`src/rtl/sa_tile_loader.sv`:
```
// sa_tile_loader: load sequencer for an N x N weight-stationary systolic array.
// One single-port read RAM is shared: a start pulse first preloads N*N weights
// (skipped when resident weights are reused), then streams FCOLS feature
// columns into the row inputs with diagonal skew and pulses done.
// Requires N >= 2.
module sa_tile_loader #(
    parameter int N     = 3,
    parameter int DW    = 8,
    parameter int AW    = 6,
    parameter int FCOLS = 3
) (
    input  logic              clk,
    input  logic              rst,
    input  logic              start,
    input  logic              reuse_weights,
    input  logic [AW-1:0]     weight_baseaddr,
    input  logic [AW-1:0]     feature_baseaddr,
    output logic [AW-1:0]     ram_addr,
    input  logic [DW-1:0]     ram_q,
    output logic [DW-1:0]     wgt_data,
    output logic [N*N-1:0]    wgt_en,
    output logic [N*DW-1:0]   feat_row,
    output logic [N-1:0]      feat_valid,
    output logic              busy,
    output logic              done
);

    localparam int NN = N * N;
    localparam int NE = FCOLS * N;
    localparam int CW = $clog2(NN + NE + N + 2);
    localparam int IW = (NN > 1) ? $clog2(NN) : 1;

    typedef enum logic [1:0] {
        IDLE    = 2'd0,
        W_LOAD  = 2'd1,
        F_LOAD  = 2'd2,
        F_DRAIN = 2'd3
    } state_t;

    state_t               state_r;
    logic [CW-1:0]        cnt_r;
    logic [AW-1:0]        wbase_r;
    logic [AW-1:0]        fbase_r;
    logic                 weights_loaded_r;
    logic [IW-1:0]        irow_r;

    // Read tags: issue stage travels with ram_addr, q stage lines up with ram_q
    logic                 rd_wgt_r;
    logic                 rd_feat_r;
    logic [IW-1:0]        rd_idx_r;
    logic                 q_wgt_r;
    logic                 q_feat_r;
    logic [IW-1:0]        q_idx_r;

    logic [N-2:0][DW-1:0] gbuf_r;
    logic [N-1:1][DW-1:0] lreg_r;
    logic [N-2:0]         vsh_r;
    logic [N-1:0][DW-1:0] frow_r;
    logic                 launch_s;

    // Row index of the element issued after row r (wraps at N-1)
    function automatic logic [IW-1:0] next_row(input logic [IW-1:0] r);
        if (r == IW'(N - 1)) begin
            return '0;
        end else begin
            return r + IW'(1);
        end
    endfunction

    // A column is complete when its last row word is on ram_q
    assign launch_s = q_feat_r && (q_idx_r == IW'(N - 1));
    assign feat_row = frow_r;

    // Control FSM: address generation, read tagging, busy/done
    always_ff @(posedge clk or negedge rst) begin
        if (!rst) begin
            state_r          <= IDLE;
            cnt_r            <= '0;
            wbase_r          <= '0;
            fbase_r          <= '0;
            weights_loaded_r <= 1'b0;
            irow_r           <= '0;
            rd_wgt_r         <= 1'b0;
            rd_feat_r        <= 1'b0;
            rd_idx_r         <= '0;
            ram_addr         <= '0;
            busy             <= 1'b0;
            done             <= 1'b0;
        end else begin
            rd_wgt_r  <= 1'b0;
            rd_feat_r <= 1'b0;
            done      <= 1'b0;
            case (state_r)
                IDLE: begin
                    if (start) begin
                        wbase_r  <= weight_baseaddr;
                        fbase_r  <= feature_baseaddr;
                        busy     <= 1'b1;
                        cnt_r    <= CW'(1);
                        rd_idx_r <= '0;
                        if (reuse_weights && weights_loaded_r) begin
                            state_r   <= F_LOAD;
                            ram_addr  <= feature_baseaddr;
                            rd_feat_r <= 1'b1;
                            irow_r    <= next_row('0);
                        end else begin
                            state_r  <= W_LOAD;
                            ram_addr <= weight_baseaddr;
                            rd_wgt_r <= 1'b1;
                        end
                    end else begin
                        state_r <= IDLE;
                    end
                end
                W_LOAD: begin
                    if (cnt_r == CW'(NN)) begin
                        // Last weight address already out: go straight to features
                        state_r          <= F_LOAD;
                        weights_loaded_r <= 1'b1;
                        ram_addr         <= fbase_r;
                        rd_feat_r        <= 1'b1;
                        rd_idx_r         <= '0;
                        irow_r           <= next_row('0);
                        cnt_r            <= CW'(1);
                    end else begin
                        ram_addr <= wbase_r + AW'(cnt_r);
                        rd_wgt_r <= 1'b1;
                        rd_idx_r <= IW'(cnt_r);
                        cnt_r    <= cnt_r + CW'(1);
                    end
                end
                F_LOAD: begin
                    if (cnt_r == CW'(NE)) begin
                        state_r <= F_DRAIN;
                        cnt_r   <= '0;
                    end else begin
                        ram_addr  <= fbase_r + AW'(cnt_r);
                        rd_feat_r <= 1'b1;
                        rd_idx_r  <= irow_r;
                        irow_r    <= next_row(irow_r);
                        cnt_r     <= cnt_r + CW'(1);
                    end
                end
                F_DRAIN: begin
                    // N+1 cycles until the last skewed row is out, then the done cycle
                    if (cnt_r == CW'(N + 1)) begin
                        state_r <= IDLE;
                        busy    <= 1'b0;
                        cnt_r   <= '0;
                    end else begin
                        if (cnt_r == CW'(N)) begin
                            done <= 1'b1;
                        end else begin
                            done <= 1'b0;
                        end
                        cnt_r <= cnt_r + CW'(1);
                    end
                end
                default: begin
                    state_r <= IDLE;
                    busy    <= 1'b0;
                end
            endcase
        end
    end

    // Align read tags with RAM data and register the weight outputs
    always_ff @(posedge clk or negedge rst) begin
        if (!rst) begin
            q_wgt_r  <= 1'b0;
            q_feat_r <= 1'b0;
            q_idx_r  <= '0;
            wgt_data <= '0;
            wgt_en   <= '0;
        end else begin
            q_wgt_r  <= rd_wgt_r;
            q_feat_r <= rd_feat_r;
            q_idx_r  <= rd_idx_r;
            if (q_wgt_r) begin
                wgt_data <= ram_q;
                wgt_en   <= {{(NN-1){1'b0}}, 1'b1} << q_idx_r;
            end else begin
                wgt_en   <= '0;
            end
        end
    end

    // Gather feature columns, launch them and skew row i by i cycles
    always_ff @(posedge clk or negedge rst) begin
        if (!rst) begin
            gbuf_r     <= '0;
            lreg_r     <= '0;
            vsh_r      <= '0;
            frow_r     <= '0;
            feat_valid <= '0;
        end else begin
            for (int i = 0; i < N - 1; i++) begin
                if (q_feat_r && (q_idx_r == IW'(i))) begin
                    gbuf_r[i] <= ram_q;
                end
            end
            if (launch_s) begin
                frow_r[0]     <= gbuf_r[0];
                for (int i = 1; i < N - 1; i++) begin
                    lreg_r[i] <= gbuf_r[i];
                end
                lreg_r[N-1]   <= ram_q;
            end
            feat_valid[0] <= launch_s;
            vsh_r[0]      <= launch_s;
            for (int s = 1; s < N - 1; s++) begin
                vsh_r[s] <= vsh_r[s-1];
            end
            for (int i = 1; i < N; i++) begin
                feat_valid[i] <= vsh_r[i-1];
                if (vsh_r[i-1]) begin
                    frow_r[i] <= lreg_r[i];
                end
            end
        end
    end

endmodule

```
`config.mk`:
```
export PLATFORM = sky130hd
export DESIGN_NAME = sa_tile_loader
export DESIGN_NICKNAME = d
export VERILOG_FILES = /design/src/rtl/sa_tile_loader.sv
export SDC_FILE = /design/constraint.sdc
export NUM_CORES = 1
export LEC_CHECK = 0
export BUFFER_PORTS_ARGS = -buffer_cell sky130_fd_sc_hd__buf_2
export CORE_MARGIN = 4
export CORE_UTILIZATION = 49
export DETAILED_ROUTE_END_ITERATION = 7
export GPL_ROUTABILITY_DRIVEN = 0
export PLACE_DENSITY = 0.74
export SLEW_MARGIN = 40
export SYNTH_ARGS = -nofsm -noshare
export SYNTH_HDL_FRONTEND = slang
export SYNTH_SLANG_ARGS = --single-unit
```
`constraint.sdc`:
```
create_clock -name clk -period 1.95 [get_ports clk]
set_input_delay 0.2925 -clock clk [delete_from_list [all_inputs] [get_ports clk]]
set_output_delay 0.2925 -clock clk [all_outputs]
set_load 0.005 [all_outputs]
```
==> results.cfg, run 1 <==
[worst_setup_path]
crit_chain = ha_1, nor2b_2, o21a_1, or3_1, a32oi_1, a21oi_1
required_ps = 2330
cp-start-kind = flop
crit_arrival_ps = 2270
rrSetupSlack_ps = 70
cp_num_cells = 6
rr_startpoint = cnt_r[2]$_DFFE_PN0P_
worst_setup_path_end_kind = flop
critical_path.max_stage_delay_ps = 470
rr_endpoint = ram_addr[4]$_DFFE_PN0P_
cp_slowest_cell = dfrtp_1
worstRegToRegCells = 6
worstSetupPathType = reg2reg
critical_path_peak_fanout = 5
cp_num_buf_inv = 0
cpLargestDelayFamily = simple AND/OR/NAND/NOR gates

[clock_network]
htree_levels = 4
clock-sinks = 120
path_clk_slew_ps = 60
insertion_delay_ps = 510
cts-root-buf = clkbuf_8
cts_buffers = 17
cts_buffer_depth = 2
cts_tree = yes

[run]
maxCapViolCount = 0

[logic_synthesis]
avgSynthCellArea_sq_um = 11.5
postSynth.asyncResetShare = 1.00
synth_common_cells = 120 x dfrtp_1, 99 x nand2_1, 55 x mux2_2, 19 x ha_1
synth_edf_count = 0
synth.area.top_cells = dfrtp_1 56%, mux2_2 12%, nand2_1 6.9%
synth_ff_type = dfrtp_1
synth.net_count = 513
synth_top_area_cell = dfrtp_1
syn_inst = 468
ys_seq_area_frac = 0.559
yosys_warnings = 0
synth.distinct_cells = 53
ys_ff_latch = 120
yosys.cell_count.top_type = dfrtp_1
synth_top_area_share = 0.559
syn_area_sq_um = 5380

[global_route]
gr-total-overflow = 0
grt_pass1_vias = 4033
grt.total_usage = 0.197
antenna_found_initial = 0
grt_pass1_wl_mm = 19.9
grt_max_degree = 74

[routing]
routedWlPerCell_um = 17.0
first_pass_iters = 4
post-route-drc-count = 0
vias = 3982
routed_via_density = 5.49
final_antenna_net_count = 0
routed_wl_mm = 12.3
drtIter0Drc = 280

[cells_and_area]
multi_input_area_sq_um = 2290
drive_gt1_frac = 0.362
fillers = 759
final_nets = 621
fin_area_sq_um = 6780
n_antenna_cell = 0
syn2layout_area_growth_pct = 26.1
final-seq-area_sq_um = 3000

[die]
dieArea_sq_um = 12700
rows = 37
die_w_um = 113
ioPinCount = 76
start_util = 0.511
die_h_um = 113
design.core.area_sq_um = 10500

[power_and_ir_drop]
pwr-share-clk = 0.315
p_seq_frac = 0.374
internal-power_mw = 6.89
vdd_drop_max_v = 0.000727
p_leak_nw = 3.35
p_sw_mw = 3.31
switching_share = 0.325
p_per_area_nw_per_um2 = 1510
p_comb_frac = 0.311

[place]
io_buffer_count = 75
placed_area_sq_um = 6070
dp_hpwl_mm = 8.53

[sta]
final_max_slew_viol_count = 0
final.setup_skew_ps = 9.89
fin_crit_sh = 0.965
worst_slew_pin_slew_ps = 590
rsz0062_at_grt = yes
max-slew-margin-rel = 0.606
setup_viol = 0
hold_viol = 0
layout_min_cycle_time_ps = 1880
max_clock_freq_mhz = 532
finalSetupTns_ps = 0

[outcome]
outcome = finished clean

[min_path]
min_to = fbase_r[2]$_DFFE_PN0P_
holdPathStages = 2
holdCritStartpoint = feature_baseaddr[2]
hold_class = in2reg
==> through the flow <==
step / hold WS (ps) / setup slack, ps / cells / power, mW / utilization
after global placement: 332 / 38.1 / 689 / 6.70 / 0.577
after detailed placement: 338 / 50.8 / 689 / 6.86 / 0.577
after floorplan: -3.09 / 20.1 / 468 / 5.65 / -
after CTS: 0.282 / 8.29 / 723 / 10.2 / 0.638
final: 30.1 / 69.1 / 725 / 10.2 / 0.645
after global routing: 10.6 / -2.43 / 725 / 10.8 / 0.645
==> logic make-up (layout without fill, tap and decap cells) <==
group	Yosys count	in the layout	share of synthesized area
AOI/OAI and AO/OA	79	79	0.104
muxes	60	60	0.125
buffers and inverters	32	153	0.0268
and+or+nand+nor	151	151	0.125
DFF	120	120	0.559
adders and majority gates	21	21	0.0517
xor gates and xnor gates	5	5	0.00815
==> layer usage <==
metal,track usage,routed length [um],vias up
met5,0,0,-
met4,0.0793,227,0
met3,0.0476,661,22
met2,0.335,6380,124
met1,0.242,5080,1979
li1,-,-,1857
==> what timing repair did <==
action	4_1_cts	5_1_grt
pin swaps	0	4
setup buffers	0	2
endpoints found under the hold margin	121	0
hold buffers	2	0
setup endpoints to repair	1	8
gates resized for setup	1	14
==> flip-flops by register name, summed over array words and instances (netlist names), 2 cells and up <==
| name | count |
|---|---|
| feat_row | 24 |
| wbase_r | 6 |
| lreg_r | 16 |
| ram_addr | 6 |
| q_idx_r | 4 |
| cnt_r | 5 |
| wgt_data | 8 |
| fbase_r | 6 |
| state_r | 2 |
| feat_valid | 2 |
| rd_idx_r | 4 |
| wgt_en | 9 |
| gbuf_r | 16 |
| irow_r | 4 |
==> worst max path at each step <==
stage	startpoint	end	slack [ps]
floorplan	cnt_r[0]$_DFFE_PN0P_	ram_addr[4]$_DFFE_PN0P_	20
CTS	cnt_r[0]$_DFFE_PN0P_	ram_addr[4]$_DFFE_PN0P_	8
detailed placement	cnt_r[1]$_DFFE_PN0P_	ram_addr[2]$_DFFE_PN0P_	50
global placement	cnt_r[0]$_DFFE_PN0P_	ram_addr[4]$_DFFE_PN0P_	40
global route	cnt_r[0]$_DFFE_PN0P_	ram_addr[4]$_DFFE_PN0P_	-2
finish	cnt_r[2]$_DFFE_PN0P_	ram_addr[4]$_DFFE_PN0P_	70
==> cell type report <==
| cell class | instances | area share |
|---|---|---|
| Clock buffer | 18 | 0.0631 |
| Clock inverter | 14 | 0.0275 |
| Inverter | 14 | 0.00775 |
| Multi-Input combinational cell | 316 | 0.338 |
| Sequential cell | 120 | 0.443 |
| Tap cell | 136 | 0.0251 |
| Timing Repair Buffer | 107 | 0.0956 |
==> power by group through the flow <==
stage | Sequential (mW) | Clock (mW) | Combinational [mW]
after floorplan | 3.70 | 0 | 1.95
after global placement | 3.79 | 0 | 2.92
after detailed placement | 3.84 | 0 | 3.02
after CTS | 3.81 | 3.28 | 3.06
after global routing | 3.90 | 3.41 | 3.50
final | 3.82 | 3.21 | 3.18
==> placed cells by master, fill, tap and decap left out, drive strengths merged, types with 4 or more instances in the layout <==
cell type  count
clkbuf        18
clkinv         4
ha            19
mux2          56
inv           19
o21ai         21
nand2        100
o31ai          5
nand3          8
mux2i          4
a21o           7
nor3           4
nand2b         4
a211oi         4
xnor2          5
buf          105
nor2b          5
nor2          16
a22oi          5
a31oi          5
a21oi         15
dfrtp        120
nand4          4
Note: power is estimated with default switching activity, not from simulation.
==> run 2: changes to the inputs <==
- BUFFER_PORTS_ARGS: -buffer_cell sky130_fd_sc_hd__buf_2 -> default
- DONT_BUFFER_PORTS: default -> 1
- PLACE_DENSITY: 0.74 -> 0.67
- SKIP_LAST_GASP: default -> 1
==> results.cfg, run 2 (synthesized netlist as in run 1, its figures left out) <==
[worst_setup_path]
worstSetupPathType = reg2reg
critical_path_peak_fanout = 9
worst_setup_path_end_kind = flop
cp_slowest_cell = dfrtp_1
rr_startpoint = cnt_r[0]$_DFFE_PN0P_
critPathLaunch = cnt_r[0]$_DFFE_PN0P_
required_ps = 2340
cp-start-kind = flop
crit_chain = buf_4, ha_1, and4bb_4, mux2_4, a22oi_1, a21oi_1, a21o_1
crit_arrival_ps = 2290
critical_path.max_stage_delay_ps = 380

[clock_network]
cts_buffer_depth = 2
cts_buffers = 17
cts-root-buf = clkbuf_8
hold_buffers = 21
insertion_delay_ps = 510
clock-sinks = 120
path_clk_slew_ps = 60
htree_levels = 4
cts_tree = yes

[sta]
worst_slew_pin_slew_ps = 486
max-slew-margin-rel = 0.676
rsz0062_at_grt = yes
layout_min_cycle_time_ps = 1900
final_max_slew_viol_count = 0
fin_crit_sh = 0.975
hold_viol = 120
final.setup_skew_ps = 10.1
finalSetupTns_ps = 0
whs_ps = -519
timing.final.ws_setup_ps = 49.4
max_clock_freq_mhz = 526
setup_viol = 0

[global_route]
antenna_found_initial = 0
grt_pass1_wl_mm = 19.6
grt_pass1_vias = 3842
grt.total_usage = 0.194
gr-total-overflow = 0
grt_max_degree = 121

[place]
io_buffer_count = 0
pre_cts_slack_ps = 1.53
dp_hpwl_mm = 8.18
placed_area_sq_um = 5630

[cells_and_area]
largest_register_ffs = 24
fillers = 865
drive_gt1_frac = 0.242
final_cell_mix = 118 x dfrtp_1, 99 x nand2_1, 55 x mux2_2, 26 x buf_4, 21 x dlygate4sd3_1
syn2layout_area_growth_pct = 19.4
multi_input_area_sq_um = 2240
final_nets = 561
finish.utilization = 0.611
final_common_cell = dfrtp_1
final-seq-area_sq_um = 3010
n_antenna_cell = 0
fin_area_sq_um = 6420

[routing]
first_pass_iters = 4
met2_length_mm = 6.08
routed_wl_mm = 11.8
routedWlPerCell_um = 17.7
drtIter0Drc = 299
post-route-drc-count = 0
drt-met1-wl_mm = 4.87
vias = 3683
routed_via_density = 5.55
highest_layer = met4
met3RoutedLength_um = 686
final_antenna_net_count = 0

[power_and_ir_drop]
p_per_area_nw_per_um2 = 1450
p_leak_nw = 3.01
vdd_drop_max_v = 0.000688

[run]
maxCapViolCount = 0

[outcome]
outcome = complete, but fails checks
failed_checks = hold timing

[die]
die_w_um = 113
ioPinCount = 76
design.core.area_sq_um = 10500
dieArea_sq_um = 12700
die_h_um = 113
rows = 37
start_util = 0.511

[min_path]
hold_class = in2async
==> run 2: critical path, delay by kind of cell (launching register included) <==
| family | cells | cell delay (ps) |
|---|---|---|
| DFF | 1 | 380 |
| AOI/OAI and AO/OA | 3 | 380 |
| and+or+nand+nor | 1 | 340 |
| muxes | 1 | 310 |
| adders and majority gates | 1 | 190 |
| buffers and inverters | 1 | 180 |
==> run 2: repair_timing <==
item,in CTS,in global routing
buffers inserted,0,3
resized for setup,1,6
pin swaps,0,1
endpoints found under the hold margin,166,120
endpoints found under the setup margin,1,11
==> run 2: final cells by class <==
cell class                 instances  area share
inverter                          14     0.00819
multi-input combinational        316       0.350
sequential                       120       0.468
timing repair buffer              47      0.0632
tap                              136      0.0265
clock buffer                      17      0.0645
clock inverter                    14      0.0197
==> run 2: per-layer routing <==
| metal | global-route usage | up-vias |
|---|---|---|
| met5 | 0 | - |
| met4 | 0.0601 | 0 |
| met3 | 0.0620 | 14 |
| met2 | 0.335 | 99 |
| met1 | 0.232 | 1834 |
| li1 | - | 1736 |
==> run 2: path summary, 6_finish.rpt <==
check	to	slack, ps	cells past startpoint
max	ram_addr[0]$_DFFE_PN0P_	50	7
min	feat_row[10]$_DFFE_PN0P_	-520	0
max reg2reg	ram_addr[0]$_DFFE_PN0P_	50	7
min reg2reg	q_wgt_r$_DFF_PN0_	350	0
max in group asynchronous	cnt_r[1]$_DFFE_PN0P_	2330	0
min in group clk	cnt_r[1]$_DFFE_PN0P_	80	2
==> run 2: power by group <==
group	total, mW	switching (mW)	leakage (nW)	internal (mW)
registers	3.87	0.596	1.51	3.28
clock network	2.81	1.12	0.264	1.68
logic	2.66	1.30	1.23	1.35
==> run 2: through the flow <==
stage,cells,power [mW],hold WS [ps]
floorplan,468,5.65,-3.09
global placement,609,6.34,1.05
CTS,661,9.37,-542
global route,664,9.92,-548
finish,664,9.33,-519
detailed placement,609,6.46,0.208
==> run 3: changes to the inputs <==
- GPL_TIMING_DRIVEN: default -> 0
==> results.cfg, run 3 (synthesized netlist as in run 1, its figures left out) <==
[outcome]
outcome = complete, but fails checks
failed_checks = hold timing

[run]
maxCapViolCount = 0

[worst_setup_path]
worst_setup_path_end_kind = flop
worstSetupPathType = reg2reg
cp-start-kind = flop
critical_path_peak_fanout = 6
rrSetupSlack_ps = 70
required_ps = 2350
critical_path.max_stage_delay_ps = 440
crit_arrival_ps = 2280
crit_chain = inv_2, ha_1, and4bb_4, mux2_4, a22oi_1, a21oi_1, a21o_1
cp_slowest_cell = dfrtp_2

[sta]
final_max_slew_viol_count = 0
rsz0062_at_grt = yes
layout_min_cycle_time_ps = 1880
max-slew-margin-rel = 0.598
whs_ps = -532
max_clock_freq_mhz = 531
worst_slew_pin_slew_ps = 603
fin_crit_sh = 0.965
timing.final.ws_setup_ps = 67.6
setup_viol = 0
hold_viol = 120
final.setup_skew_ps = 6.23

[clock_network]
htree_levels = 4
hold_buffers = 21
path_clk_slew_ps = 60
cts_tree = yes
clock-sinks = 120
cts_buffer_depth = 2
insertion_delay_ps = 510
cts-root-buf = clkbuf_8
cts_buffers = 17

[routing]
first_pass_iters = 5
routed_wl_mm = 12.3
post-route-drc-count = 0
vias = 3689
routedWlPerCell_um = 18.5
final_antenna_net_count = 0
drtIter0Drc = 355
routed_via_density = 5.56

[global_route]
grt_pass1_wl_mm = 20.1
grt_use_met3 = 0.0738
antenna_found_initial = 0
gr-usage-met1 = 0.243
grt_pass1_vias = 3886
grt_busiest_layer = met2
grt_max_degree = 121
grt.total_usage = 0.202
met2_usage = 0.336
gr-total-overflow = 0

[die]
dieArea_sq_um = 12700
rows = 37
ioPinCount = 76
die_h_um = 113
design.core.area_sq_um = 10500
start_util = 0.511
die_w_um = 113

[power_and_ir_drop]
finalPower_mw = 9.59
vdd_drop_max_v = 0.00101
p_leak_nw = 3.01
p_per_area_nw_per_um2 = 1490

[place]
placedCellCount = 604
io_buffer_count = 0
pre_cts_slack_ps = -189
dp_hpwl_mm = 8.00

[cells_and_area]
n_antenna_cell = 0
syn2layout_area_growth_pct = 20.1
drive_gt1_frac = 0.241
final_cell_mix = 118 x dfrtp_1, 99 x nand2_1, 55 x mux2_2, 21 x dlygate4sd3_1, 16 x clkbuf_16
largest_register_ffs = 24
final_nets = 560
final_common_cell = dfrtp_1
final_cells = 664

[min_path]
hold_class = in2async
[run 3: report_power, final]
part	switching [mW]	total, mW	leakage (nW)	internal (mW)
clock	1.16	3.12	0.282	1.95
combinational	1.34	2.64	1.21	1.30
sequential	0.563	3.84	1.51	3.28
[run 3: path summary, 6_finish.rpt]
check,endpoint,startpoint,cells past startpoint
worst max-delay path,ram_addr[0]$_DFFE_PN0P_,cnt_r[1]$_DFFE_PN0P_,7
worst min-delay path,feat_row[10]$_DFFE_PN0P_,rst,0
worst max register to register,ram_addr[0]$_DFFE_PN0P_,cnt_r[1]$_DFFE_PN0P_,7
worst min register to register,q_wgt_r$_DFF_PN0_,rd_wgt_r$_DFF_PN0_,0
max in group asynchronous,wbase_r[5]$_DFFE_PN0P_,rst,0
min in group clk,ram_addr[5]$_DFFE_PN0P_,weight_baseaddr[5],3
[run 3: layout make-up]
type / instances / area, sq um
Buffer: 17 / 93.8
Clock buffer: 18 / 418
Clock inverter: 14 / 171
Fill cell: 836 / 4050
Inverter: 14 / 55.1
Multi-Input combinational cell: 316 / 2270
Sequential cell: 120 / 3010
Tap cell: 136 / 170
Timing Repair Buffer: 29 / 270
[run 3: critical path: cells and delay by family (launching register included)]
family / cells / cell delay (ps)
flip-flops: 1 / 440
adder cells (fa/ha/maj): 1 / 180
AO/OA/AOI/OAI: 3 / 380
buffers and inverters: 1 / 110
AND/OR/NAND/NOR: 1 / 340
multiplexers: 1 / 310
[run 3: per-layer routing]
metal / wire [um] / part of all wire
met1: 5090 / 0.42
met3: 777 / 0.063
met5: 0 / 0
met4: 164 / 0.013
met2: 6220 / 0.51
[run 3: stage by stage]
step	setup TNS, ps	cell area, sq um	hold slack [ps]	util
after detailed placement	-1400	5550	0.187	0.528
after global routing	-153	6450	-575	0.614
after floorplan	0	5380	-3.09	-
after global placement	-678	5550	0.771	0.528
after CTS	0	6370	-559	0.607
final	0	6450	-532	0.614
[run 3: repair_timing]
item | 4_1_cts | 5_1_grt
resized for setup | 9 | 11
setup endpoints to repair | 15 | 23
setup buffers | 1 | 7
hold endpoints to repair | 166 | 120
gates cloned | 0 | 0
pin swaps | 2 | 2
